## src/rtl/branch_resolve_unit.sv

```systemverilog
// EX-stage branch resolution: decodes funct3 for the comparator, resolves
// taken/not-taken and sequences flush + PC redirect on a misprediction.
module branch_resolve_unit #(
    parameter int XLEN         = 64,
    parameter int FLUSH_CYCLES = 2,
    parameter int CNT_W        = 32
) (
    input  logic             clk,
    input  logic             rst_n,
    input  logic             ex_valid,
    input  logic             ex_is_branch,
    input  logic             ex_is_jal,
    input  logic             ex_is_jalr,
    input  logic [2:0]       ex_funct3,
    input  logic [XLEN-1:0]  ex_pc,
    input  logic [XLEN-1:0]  ex_target,
    input  logic             ex_pred_taken,
    output logic             BrUn,
    input  logic             BrEq,
    input  logic             BrLt,
    output logic             redir_valid,
    input  logic             redir_ready,
    output logic [XLEN-1:0]  redir_pc,
    output logic             flush,
    output logic             ex_stall,
    output logic [CNT_W-1:0] br_count,
    output logic [CNT_W-1:0] mispred_count
);

    localparam int FC_W = $clog2(FLUSH_CYCLES + 1);
    localparam logic [FC_W-1:0] FC_LOAD = FC_W'(FLUSH_CYCLES - 1);

    typedef enum logic [1:0] {IDLE, FLUSH, WAIT} state_t;

    state_t            state_reg, state_next;
    logic [FC_W-1:0]   flush_cnt_reg, flush_cnt_next;
    logic              redir_valid_reg, redir_valid_next;
    logic [XLEN-1:0]   redir_pc_reg, redir_pc_next;
    logic [CNT_W-1:0]  br_count_reg, br_count_next;
    logic [CNT_W-1:0]  mispred_count_reg, mispred_count_next;

    logic              legal, taken, accept, mispredict, handshake;
    logic              cond_taken;
    logic [XLEN-1:0]   eff_target, correct_pc;

    assign BrUn = ex_funct3[1];

    always_comb begin
        cond_taken = 1'b0;
        case (ex_funct3)
            3'b000:  cond_taken = BrEq;
            3'b001:  cond_taken = !BrEq;
            3'b100:  cond_taken = BrLt;
            3'b101:  cond_taken = !BrLt;
            3'b110:  cond_taken = BrLt;
            3'b111:  cond_taken = !BrLt;
            default: cond_taken = 1'b0;
        endcase
    end

    // Multiple type flags set: jalr wins over jal, jal over branch.
    always_comb begin
        legal      = 1'b0;
        taken      = 1'b0;
        eff_target = ex_target;
        if (ex_is_jalr) begin
            legal      = 1'b1;
            taken      = 1'b1;
            eff_target = {ex_target[XLEN-1:1], 1'b0};
        end else if (ex_is_jal) begin
            legal = 1'b1;
            taken = 1'b1;
        end else if (ex_is_branch) begin
            legal = (ex_funct3[2:1] != 2'b01);
            taken = cond_taken;
        end
    end

    assign correct_pc = taken ? eff_target : (ex_pc + XLEN'(4));
    assign ex_stall   = (state_reg != IDLE);
    assign flush      = (state_reg == FLUSH);
    assign accept     = ex_valid && !ex_stall && legal;
    assign mispredict = accept && (taken != ex_pred_taken);
    assign handshake  = redir_valid_reg && redir_ready;

    always_comb begin
        state_next       = state_reg;
        flush_cnt_next   = flush_cnt_reg;
        redir_valid_next = redir_valid_reg;
        redir_pc_next    = redir_pc_reg;
        if (handshake) begin
            redir_valid_next = 1'b0;
        end
        case (state_reg)
            IDLE: begin
                if (mispredict) begin
                    state_next       = FLUSH;
                    flush_cnt_next   = FC_LOAD;
                    redir_valid_next = 1'b1;
                    redir_pc_next    = correct_pc;
                end
            end
            FLUSH: begin
                if (flush_cnt_reg == '0) begin
                    state_next = (redir_valid_reg && !handshake) ? WAIT : IDLE;
                end else begin
                    flush_cnt_next = flush_cnt_reg - FC_W'(1);
                end
            end
            WAIT: begin
                if (handshake) begin
                    state_next = IDLE;
                end
            end
            default: state_next = IDLE;
        endcase
    end

    always_comb begin
        br_count_next      = br_count_reg;
        mispred_count_next = mispred_count_reg;
        if (accept && (br_count_reg != '1)) begin
            br_count_next = br_count_reg + CNT_W'(1);
        end
        if (mispredict && (mispred_count_reg != '1)) begin
            mispred_count_next = mispred_count_reg + CNT_W'(1);
        end
    end

    always_ff @(posedge clk or negedge rst_n) begin
        if (!rst_n) begin
            state_reg         <= IDLE;
            flush_cnt_reg     <= '0;
            redir_valid_reg   <= 1'b0;
            redir_pc_reg      <= '0;
            br_count_reg      <= '0;
            mispred_count_reg <= '0;
        end else begin
            state_reg         <= state_next;
            flush_cnt_reg     <= flush_cnt_next;
            redir_valid_reg   <= redir_valid_next;
            redir_pc_reg      <= redir_pc_next;
            br_count_reg      <= br_count_next;
            mispred_count_reg <= mispred_count_next;
        end
    end

    assign redir_valid   = redir_valid_reg;
    assign redir_pc      = redir_pc_reg;
    assign br_count      = br_count_reg;
    assign mispred_count = mispred_count_reg;

endmodule

```

## config.mk

```make
export PLATFORM = sky130hd
export DESIGN_NAME = branch_resolve_unit
export DESIGN_NICKNAME = d
export VERILOG_FILES = /design/src/rtl/branch_resolve_unit.sv
export SDC_FILE = /design/constraint.sdc
export NUM_CORES = 1
export LEC_CHECK = 0
export BUFFER_PORTS_ARGS = -buffer_cell sky130_fd_sc_hd__buf_2
export CORE_ASPECT_RATIO = 1.1
export CORE_MARGIN = 3
export CORE_UTILIZATION = 55
export DETAILED_ROUTE_END_ITERATION = 12
export PLACE_DENSITY = 0.85
export SLEW_MARGIN = 0
export SYNTH_ARGS = -nofsm -noshare
export SYNTH_HDL_FRONTEND = slang
export SYNTH_SLANG_ARGS = --single-unit
export TNS_END_PERCENT = 5
```

## constraint.sdc

```tcl
create_clock -name clk -period 4.7 [get_ports clk]
set_input_delay 0.235 -clock clk [delete_from_list [all_inputs] [get_ports clk]]
set_output_delay 0.235 -clock clk [all_outputs]
set_load 0.05 [all_outputs]
```

==> flow_metrics.py, run 1 <==
metrics = {
    "sta": {
        "fmax_mhz": 362,
        "finalMaxSlewViolations": 0,
        "max-slew-margin-rel": 0.186,
        "rsz0062_at_grt": "no",
        "hold_viol": 0,
        "setup_tns_ps": 0,
        "finClkSkew_ps": 6.06,
        "setup_viol": 0,
        "worstMarginPinSlew_ps": 1220,
        "finalCritPeriodShare": 0.588,
        "worst_slack_ps": 1940,
        "period_minus_slack_ps": 2760,
    },
    "finish": {
        "syn2layout_area_growth_pct": 26.9,
        "fillers": 1053,
        "finish.utilization": 0.727,
        "drive_gt1_frac": 0.296,
        "final_nets": 1241,
        "largest_reg_flops": 64,
        "layout_commonest_cell": "buf_2",
        "final_cell_mix": "271 x buf_2, 133 x dfrtp_1, 104 x nand2_1",
        "finalInstanceArea_um2": 9770,
    },
    "setup_path": {
        "critPathKind": "in -> reg",
        "path_cells": "buf_2, xnor2_1, or3_1, and3_1, o21ai_4, buf_4, a311oi_1, a21o_1",
        "max_stage_delay_ps": 940,
        "cp_slowest_cell": "o21ai_4",
        "startpoint_type": "input pin",
        "cp_max_fo": 59,
        "worstPathRequired_ps": 5010,
        "worstPathArrival_ps": 3070,
        "r2r_setup_slack_ps": 2220,
        "critPathCaptureType": "flip-flop",
    },
    "pwr": {
        "swShare": 0.466,
        "power_frac_comb": 0.426,
        "p_total_uw": 5250,
        "p_int_uw": 2800,
        "p_clk_frac": 0.250,
        "seqPwrFrac": 0.324,
        "ir_drop_mv": 0.392,
        "power_density_nw_per_um2": 538,
        "total_leakage_power_uw": 0.00467,
        "p_switching_uw": 2450,
    },
    "synthesis": {
        "ys_async_sr_fraction": 1.00,
        "yosys.area.top_type": "dfrtp_1",
        "synth.area.top_cells": "dfrtp_1 43%, xnor2_1 7.9%, xor2_1 5.8%",
        "ys_seq_area_frac": 0.432,
        "yosys_warnings": 0,
        "yosysUniqueCellTypes": 55,
        "synth_nets": 984,
        "synth.ff_latch_count": 133,
        "synth_edf_count": 0,
        "syn_area_um2": 7700,
        "syn_avg_cell_area_um2": 9.17,
        "synth_cells": 839,
        "synth_top_flop_cell": "dfrtp_1",
        "synth_top_area_share": 0.432,
    },
    "detailed_routing": {
        "wl_per_cell_um": 18.3,
        "drt_first_iter_violations": 722,
        "drt_pre_antenna_iters": 5,
        "num_vias": 7535,
        "finalWirelength_um": 23700,
        "via_per_inst": 5.81,
        "postRouteAntennaNets": 0,
        "drc": 0,
    },
    "clocking": {
        "cts_tree": "yes",
        "ctsRootBufferMaster": "clkbuf_16",
        "cts_num_sinks": 133,
        "cts_buffers": 17,
        "cts_max_path_buffers": 2,
        "ctsHtreeMaxLevel": 4,
        "clk_latency_ps": 420,
        "clk_pin_slew_ps": 60,
        "post_cts_buffers": 0,
    },
    "global_route": {
        "antenna_found_initial": 8,
        "grt_pass1_vias": 7292,
        "grt_pass1_wl_um": 36900,
        "track_usage": 0.303,
        "grt_max_degree": 82,
        "grt-ovfl-total": 0,
    },
    "floorplanning": {
        "initial_core_util": 0.573,
        "core_um2": 13400,
        "fp.dieArea_um2": 15400,
        "die-height_um": 130,
        "rows": 44,
        "die_width_um": 119,
        "ioPinCount": 273,
    },
    "run": {
        "drv_cap": 0,
    },
    "outcome": {
        "outcome": "complete, no violations",
    },
    "placed_design": {
        "dp_hpwl_um": 17800,
        "place_ws_ps": 1550,
        "routabilityCongestion": 0.956,
        "dpl_cell_area_um2": 9170,
        "portBuffers": 272,
    },
    "hold_path": {
        "hp-class": "in -> reg",
    },
}
[metal layers]
metal / vias up / GRT usage / share of wire
li1: 3522 / - / -
met1: 3591 / 0.353 / 0.37
met2: 348 / 0.530 / 0.51
met3: 66 / 0.0902 / 0.089
met4: 8 / 0.123 / 0.029
met5: - / 0 / 0.0019
[worst max-delay path, delay by kind of cell]
family / cells / cell delay (ps)
compound gates: 3 / 1240
xor+xnor: 1 / 110
buf+inv: 2 / 730
simple gates: 2 / 690
[what timing repair did]
item | in CTS | in global routing
endpoints found under the hold margin | 80 | 0
hold buffers | 1 | 0
resized for setup | 0 | 0
[cell usage after synthesis (all sizes together) (18+ instances only)]
| library cell | number |
|---|---|
| nand4 | 39 |
| nand2 | 105 |
| xor2 | 51 |
| nor3 | 22 |
| nor4 | 28 |
| and3 | 21 |
| nand3 | 63 |
| clkbuf | 20 |
| dfrtp | 133 |
| buf | 19 |
| nor2 | 57 |
| and4 | 18 |
| mux2i | 21 |
| a21oi | 30 |
| o21ai | 44 |
| xnor2 | 69 |
[layout make-up]
class                           instances  area [um^2]  share of cell area
Tap cell                              184          230              0.0236
Inverter                               15         56.3             0.00577
Multi-Input combinational cell        652         4150               0.425
Antenna cell                            5         12.5             0.00128
Sequential cell                       133         3330               0.341
Clock buffer                           23          478              0.0489
Clock inverter                          8         98.8              0.0101
Timing Repair Buffer                  277         1410               0.144
[power by group through the flow]
stage / Combinational (uW) / Clock, uW / Sequential, uW
floorplan: 531 / 0 / 2790
global placement: 2200 / 0 / 1700
detailed placement: 2240 / 0 / 1710
CTS: 2250 / 1330 / 1700
global route: 2370 / 1380 / 1740
finish: 2240 / 1310 / 1700
[path summary, 6_finish.rpt]
kind                              start      endpoint  cells after the start
max                        ex_funct3[0]  redir_pc[50]                      8
min in group asynchronous         rst_n  br_count[19]                      2
max reg2reg                state_reg[1]  redir_pc[50]                      7
min                         redir_ready   redir_valid                      2
min reg2reg                redir_pc[31]  redir_pc[31]                      2
max in group asynchronous         rst_n  state_reg[1]                      3
[logic make-up (layout without fill, tap and decap cells)]
logic type | after synthesis | after routing | share of synthesized area
buf+inv | 54 | 323 | 0.0309
simple gates | 388 | 388 | 0.271
fa+ha+maj | 4 | 4 | 0.00650
other cells | 0 | 5 | 0
xor+xnor | 120 | 120 | 0.137
compound gates | 117 | 117 | 0.0927
mux | 23 | 23 | 0.0302
flops | 133 | 133 | 0.432
[stage by stage]
step | hold WS [ps] | cells
global route | 25.5 | 1296
detailed placement | 315 | 1260
floorplan | -60.6 | 839
global placement | 317 | 1260
finish | 27.4 | 1297
CTS | 20.0 | 1292
(Power assumes the default switching activity.)
==> run 2: changes to the inputs <==
Settings changed: CORE_UTILIZATION 55 to 51, PLACE_DENSITY 0.85 to 0.8.
Clock period 4.7 ns to 2.8 ns, I/O delays scaled along.
==> flow_metrics.py, run 2 (synthesized netlist as in run 1, its figures left out) <==
metrics = {
    "finish": {
        "fillers": 1158,
        "final_cell_mix": "271 x buf_2, 133 x dfrtp_1, 104 x nand2_1",
        "final_cells": 1349,
        "layout_commonest_cell": "buf_2",
        "drive_gt1_frac": 0.299,
        "largest_reg_flops": 64,
        "final_nets": 1287,
        "syn2layout_area_growth_pct": 32.6,
    },
    "pwr": {
        "total_leakage_power_uw": 0.00488,
        "power_density_nw_per_um2": 866,
        "ir_drop_mv": 0.522,
    },
    "placed_design": {
        "portBuffers": 272,
        "dp_hpwl_um": 18200,
        "routabilityCongestion": 0.921,
        "dp_cells": 1282,
    },
    "setup_path": {
        "cpMostUsedCell": "nor2_1",
        "worstPathArrival_ps": 2960,
        "path_cells": "nor2_1, nand2_1, nor2_1, o21a_1, buf_4, nor2_1, a31oi_1, dlygate4sd3_1",
        "max_stage_delay_ps": 550,
        "cp_max_fo": 11,
        "cp_slowest_cell": "dlygate4sd3_1",
        "critPathKind": "reg -> reg",
        "r2r_setup_slack_ps": 200,
        "worstPathRequired_ps": 3160,
        "startpoint_type": "flip-flop",
        "ff2ff_path_depth": 8,
        "critPathCaptureType": "flip-flop",
    },
    "sta": {
        "setup_tns_ps": 0,
        "rsz0062_at_grt": "no",
        "finalMaxSlewViolations": 0,
        "hold_viol": 0,
        "max-slew-margin-rel": 0.472,
        "finalCritPeriodShare": 0.930,
        "period_minus_slack_ps": 2600,
        "fmax_mhz": 384,
        "finClkSkew_ps": 9.90,
        "setup_viol": 0,
        "worstMarginPinSlew_ps": 789,
    },
    "hold_path": {
        "min_path_cells": 3,
        "hp-class": "in -> reg",
    },
    "global_route": {
        "grt_max_degree": 103,
        "track_usage": 0.296,
        "grt-ovfl-total": 0,
        "grt_pass1_wl_um": 38300,
        "antenna_found_initial": 6,
        "grt_pass1_vias": 7349,
    },
    "clocking": {
        "clk_latency_ps": 420,
        "clk_pin_slew_ps": 60,
        "cts_max_path_buffers": 2,
        "ctsRootBufferMaster": "clkbuf_16",
        "cts_num_sinks": 133,
        "cts_buffers": 17,
        "cts_resized": 0,
        "ctsHoldBuffers": 33,
        "cts_tree": "yes",
        "post_cts_buffers": 0,
        "ctsHtreeMaxLevel": 4,
    },
    "floorplanning": {
        "initial_core_util": 0.526,
        "die_width_um": 123,
        "fp.dieArea_um2": 16600,
        "die-height_um": 135,
        "rows": 46,
        "core_um2": 14600,
        "ioPinCount": 273,
    },
    "outcome": {
        "outcome": "complete, no violations",
    },
    "detailed_routing": {
        "drc": 0,
        "finalWirelength_um": 24500,
        "postRouteAntennaNets": 0,
        "drt_pre_antenna_iters": 7,
        "via_per_inst": 5.72,
        "drt_first_iter_violations": 662,
        "wl_per_cell_um": 18.2,
        "num_vias": 7723,
    },
    "run": {
        "drv_cap": 0,
    },
}
==> run 2: cell types whose count changed in the layout (fill, tap and decap cells not counted), moves of 3 or more <==
| cell | change |
|---|---|
| diode_2 | -3 |
| buf_4 | +12 |
| dlygate4sd3_1 | +32 |
| clkbuf_8 | -3 |
| clkinv_4 | +5 |
==> run 2: layout make-up <==
class | count | area [um^2] | share of cell area
diodes | 2 | 5.00 | 0.000491
clock buffers | 18 | 429 | 0.0421
clock inverters | 14 | 131 | 0.0129
inverters | 15 | 56.3 | 0.00552
multi-input cells | 652 | 4150 | 0.407
flip-flops and latches | 133 | 3330 | 0.326
well taps | 192 | 240 | 0.0235
repair buffers | 323 | 1860 | 0.182
==> run 2: path summary, 6_finish.rpt <==
check                             startpoint           end
worst max-delay path            state_reg[1]   redir_pc[1]
worst min register to register   redir_pc[5]   redir_pc[5]
worst max register to register  state_reg[1]   redir_pc[1]
worst min-delay path            ex_target[6]   redir_pc[6]
min in group asynchronous              rst_n  br_count[27]
max in group asynchronous              rst_n   redir_pc[8]
==> run 2: critical path: cells and delay by family, from the launching register on <==
family / cells / cell delay (ps)
buf+inv: 2 / 800
compound gates: 2 / 610
simple gates: 4 / 750
flops: 1 / 390
==> run 2: report_power, final <==
part	total [uW]	internal, uW	switching, uW
combinational	3850	919	2930
clock	2130	1230	896
sequential	2860	2470	384
total	8830	4620	4210
==> run 2: per-stage QoR <==
step / hold slack [ps] / power [uW] / instance area [um^2] / utilization / setup WS (ps)
final: 12.6 / 8830 / 10200 / 0.698 / 195
after global routing: 11.4 / 9260 / 10200 / 0.698 / 78.9
after CTS: 0.525 / 8860 / 10200 / 0.698 / 213
after detailed placement: 141 / 6670 / 9310 / 0.637 / 491
after global placement: 139 / 6590 / 9310 / 0.637 / 547
after floorplan: -156 / 5580 / 7700 / - / 443
==> run 2: per-layer routing <==
metal  GRT usage  up-vias  routed length [um]
li1            -     3611                   -
met1       0.367     3689                9540
met2       0.492      353               12300
met3      0.0783       62                1910
met4       0.113        8                 786
met5           0        -                  40
==> run 3: changes to the inputs <==
Clock period 2.8 ns to 2.49 ns, I/O delays scaled along.
==> flow_metrics.py, run 3 (synthesized netlist as in run 1, its figures left out) <==
metrics = {
    "finish": {
        "largest_reg_flops": 64,
        "drive_gt1_frac": 0.302,
        "final_nets": 1304,
        "syn2layout_area_growth_pct": 35.7,
        "final_cell_mix": "271 x buf_2, 133 x dfrtp_1, 104 x nand2_1",
        "finish.utilization": 0.714,
        "layout_commonest_cell": "buf_2",
        "fillers": 1117,
    },
    "sta": {
        "finalMaxSlewViolations": 0,
        "rsz0062_at_grt": "no",
        "finClkSkew_ps": 6.35,
        "fmax_mhz": 438,
        "max-slew-margin-rel": 0.509,
        "hold_viol": 0,
        "setup_viol": 0,
        "worstMarginPinSlew_ps": 732,
        "setup_tns_ps": 0,
        "period_minus_slack_ps": 2280,
        "finalCritPeriodShare": 0.917,
    },
    "setup_path": {
        "ff2ff_path_depth": 6,
        "worstReg2RegStart": "mispred_count[10]",
        "critPathKind": "reg -> reg",
        "startpoint_type": "flip-flop",
        "critPathCaptureType": "flip-flop",
        "timing.rr.end": "mispred_count[30]",
        "r2r_setup_slack_ps": 210,
        "cp_max_fo": 6,
        "worstPathArrival_ps": 2620,
        "worstPathRequired_ps": 2830,
    },
    "detailed_routing": {
        "drt_first_iter_violations": 511,
        "via_per_inst": 5.61,
        "drc": 0,
        "wl_per_cell_um": 18.4,
        "drt_pre_antenna_iters": 5,
        "finalWirelength_um": 25100,
        "postRouteAntennaNets": 0,
        "num_vias": 7659,
    },
    "global_route": {
        "grt-ovfl-total": 0,
        "antenna_found_initial": 5,
        "track_usage": 0.302,
        "grt_pass1_vias": 7545,
        "grt_pass1_wl_um": 39100,
        "grt_max_degree": 67,
    },
    "run": {
        "drv_cap": 0,
    },
    "hold_path": {
        "hp-class": "in -> reg",
        "holdCritStartpoint": "ex_target[27]",
        "min_path_cells": 3,
        "min_to": "redir_pc[27]",
    },
    "floorplanning": {
        "fp.dieArea_um2": 16600,
        "die_width_um": 123,
        "die-height_um": 135,
        "core_um2": 14600,
        "ioPinCount": 273,
        "rows": 46,
        "initial_core_util": 0.526,
    },
    "clocking": {
        "cts_max_path_buffers": 2,
        "cts_resized": 0,
        "ctsRootBufferMaster": "clkbuf_16",
        "cts_tree": "yes",
        "cts_num_sinks": 133,
        "ctsHtreeMaxLevel": 4,
        "post_cts_buffers": 0,
        "clk_pin_slew_ps": 60,
        "ctsHoldBuffers": 42,
        "clk_latency_ps": 420,
        "cts_buffers": 17,
    },
    "pwr": {
        "p_total_uw": 10300,
        "power_density_nw_per_um2": 982,
        "ir_drop_mv": 0.615,
        "total_leakage_power_uw": 0.00500,
    },
    "placed_design": {
        "portBuffers": 272,
        "routabilityCongestion": 0.923,
        "dp_hpwl_um": 18400,
    },
    "outcome": {
        "outcome": "complete, no violations",
    },
}
run 3: cell types whose count changed in the layout (fill, tap and decap cells not counted), sizes merged:
cell,change
buf,+8
bufinv,+2
clkbuf,+3
clkinv,-5
dlygate4sd3,+9
run 3: area by class of cell:
class	count	area, um^2	area share
diodes	2	5.00	0.000479
flip-flops and latches	133	3330	0.319
inverters	15	56.3	0.00539
well taps	192	240	0.0230
clock inverters	11	146	0.0140
multi-input cells	652	4150	0.398
clock buffers	21	480	0.0460
repair buffers	340	2030	0.195
run 3: worst max-delay path by stage:
| stage | start | slack (ps) | end |
|---|---|---|---|
| 2_1_floorplan | mispred_count[10] | 130 | mispred_count[30] |
| 3_3_place_gp | mispred_count[10] | 290 | mispred_count[30] |
| 3_5_place_dp | mispred_count[10] | 230 | mispred_count[30] |
| 4_1_cts | mispred_count[10] | 220 | mispred_count[30] |
| 5_1_grt | mispred_count[10] | 70 | mispred_count[30] |
| 6_report | mispred_count[10] | 210 | mispred_count[30] |
run 3: stage by stage:
step | worst slack, ps | instance area [um^2] | instances | hold slack [ps]
after floorplan | 133 | 7700 | 839 | -171
after detailed placement | 226 | 9390 | 1290 | 164
after global placement | 288 | 9390 | 1290 | 169
final | 206 | 10400 | 1366 | 7.71
after global routing | 70.6 | 10400 | 1366 | 11.8
after CTS | 220 | 10400 | 1364 | 2.48
run 3: critical path, cell delays in order (launching register included):
cell	delay [ps]
dfrtp_1	450
nand4_1	150
or4_1	640
a2111oi_4	450
o211ai_1	210
nor2_1	150
xor2_1	150
run 3: metal layers:
layer / share of wire / wire length, um / track usage / vias to the layer above
met5: 0.00091 / 23 / 0 / -
met4: 0.026 / 647 / 0.101 / 6
met3: 0.083 / 2100 / 0.0859 / 51
met2: 0.51 / 12800 / 0.523 / 340
met1: 0.38 / 9600 / 0.358 / 3629
li1: - / - / - / 3633
run 3: power by group:
group	leakage, uW	total, uW	internal (uW)	switching (uW)
combinational	0.00299	4370	1060	3310
clock	0.000306	2670	1690	980
sequential	0.00171	3220	2780	440
total	0.00500	10300	5530	4730
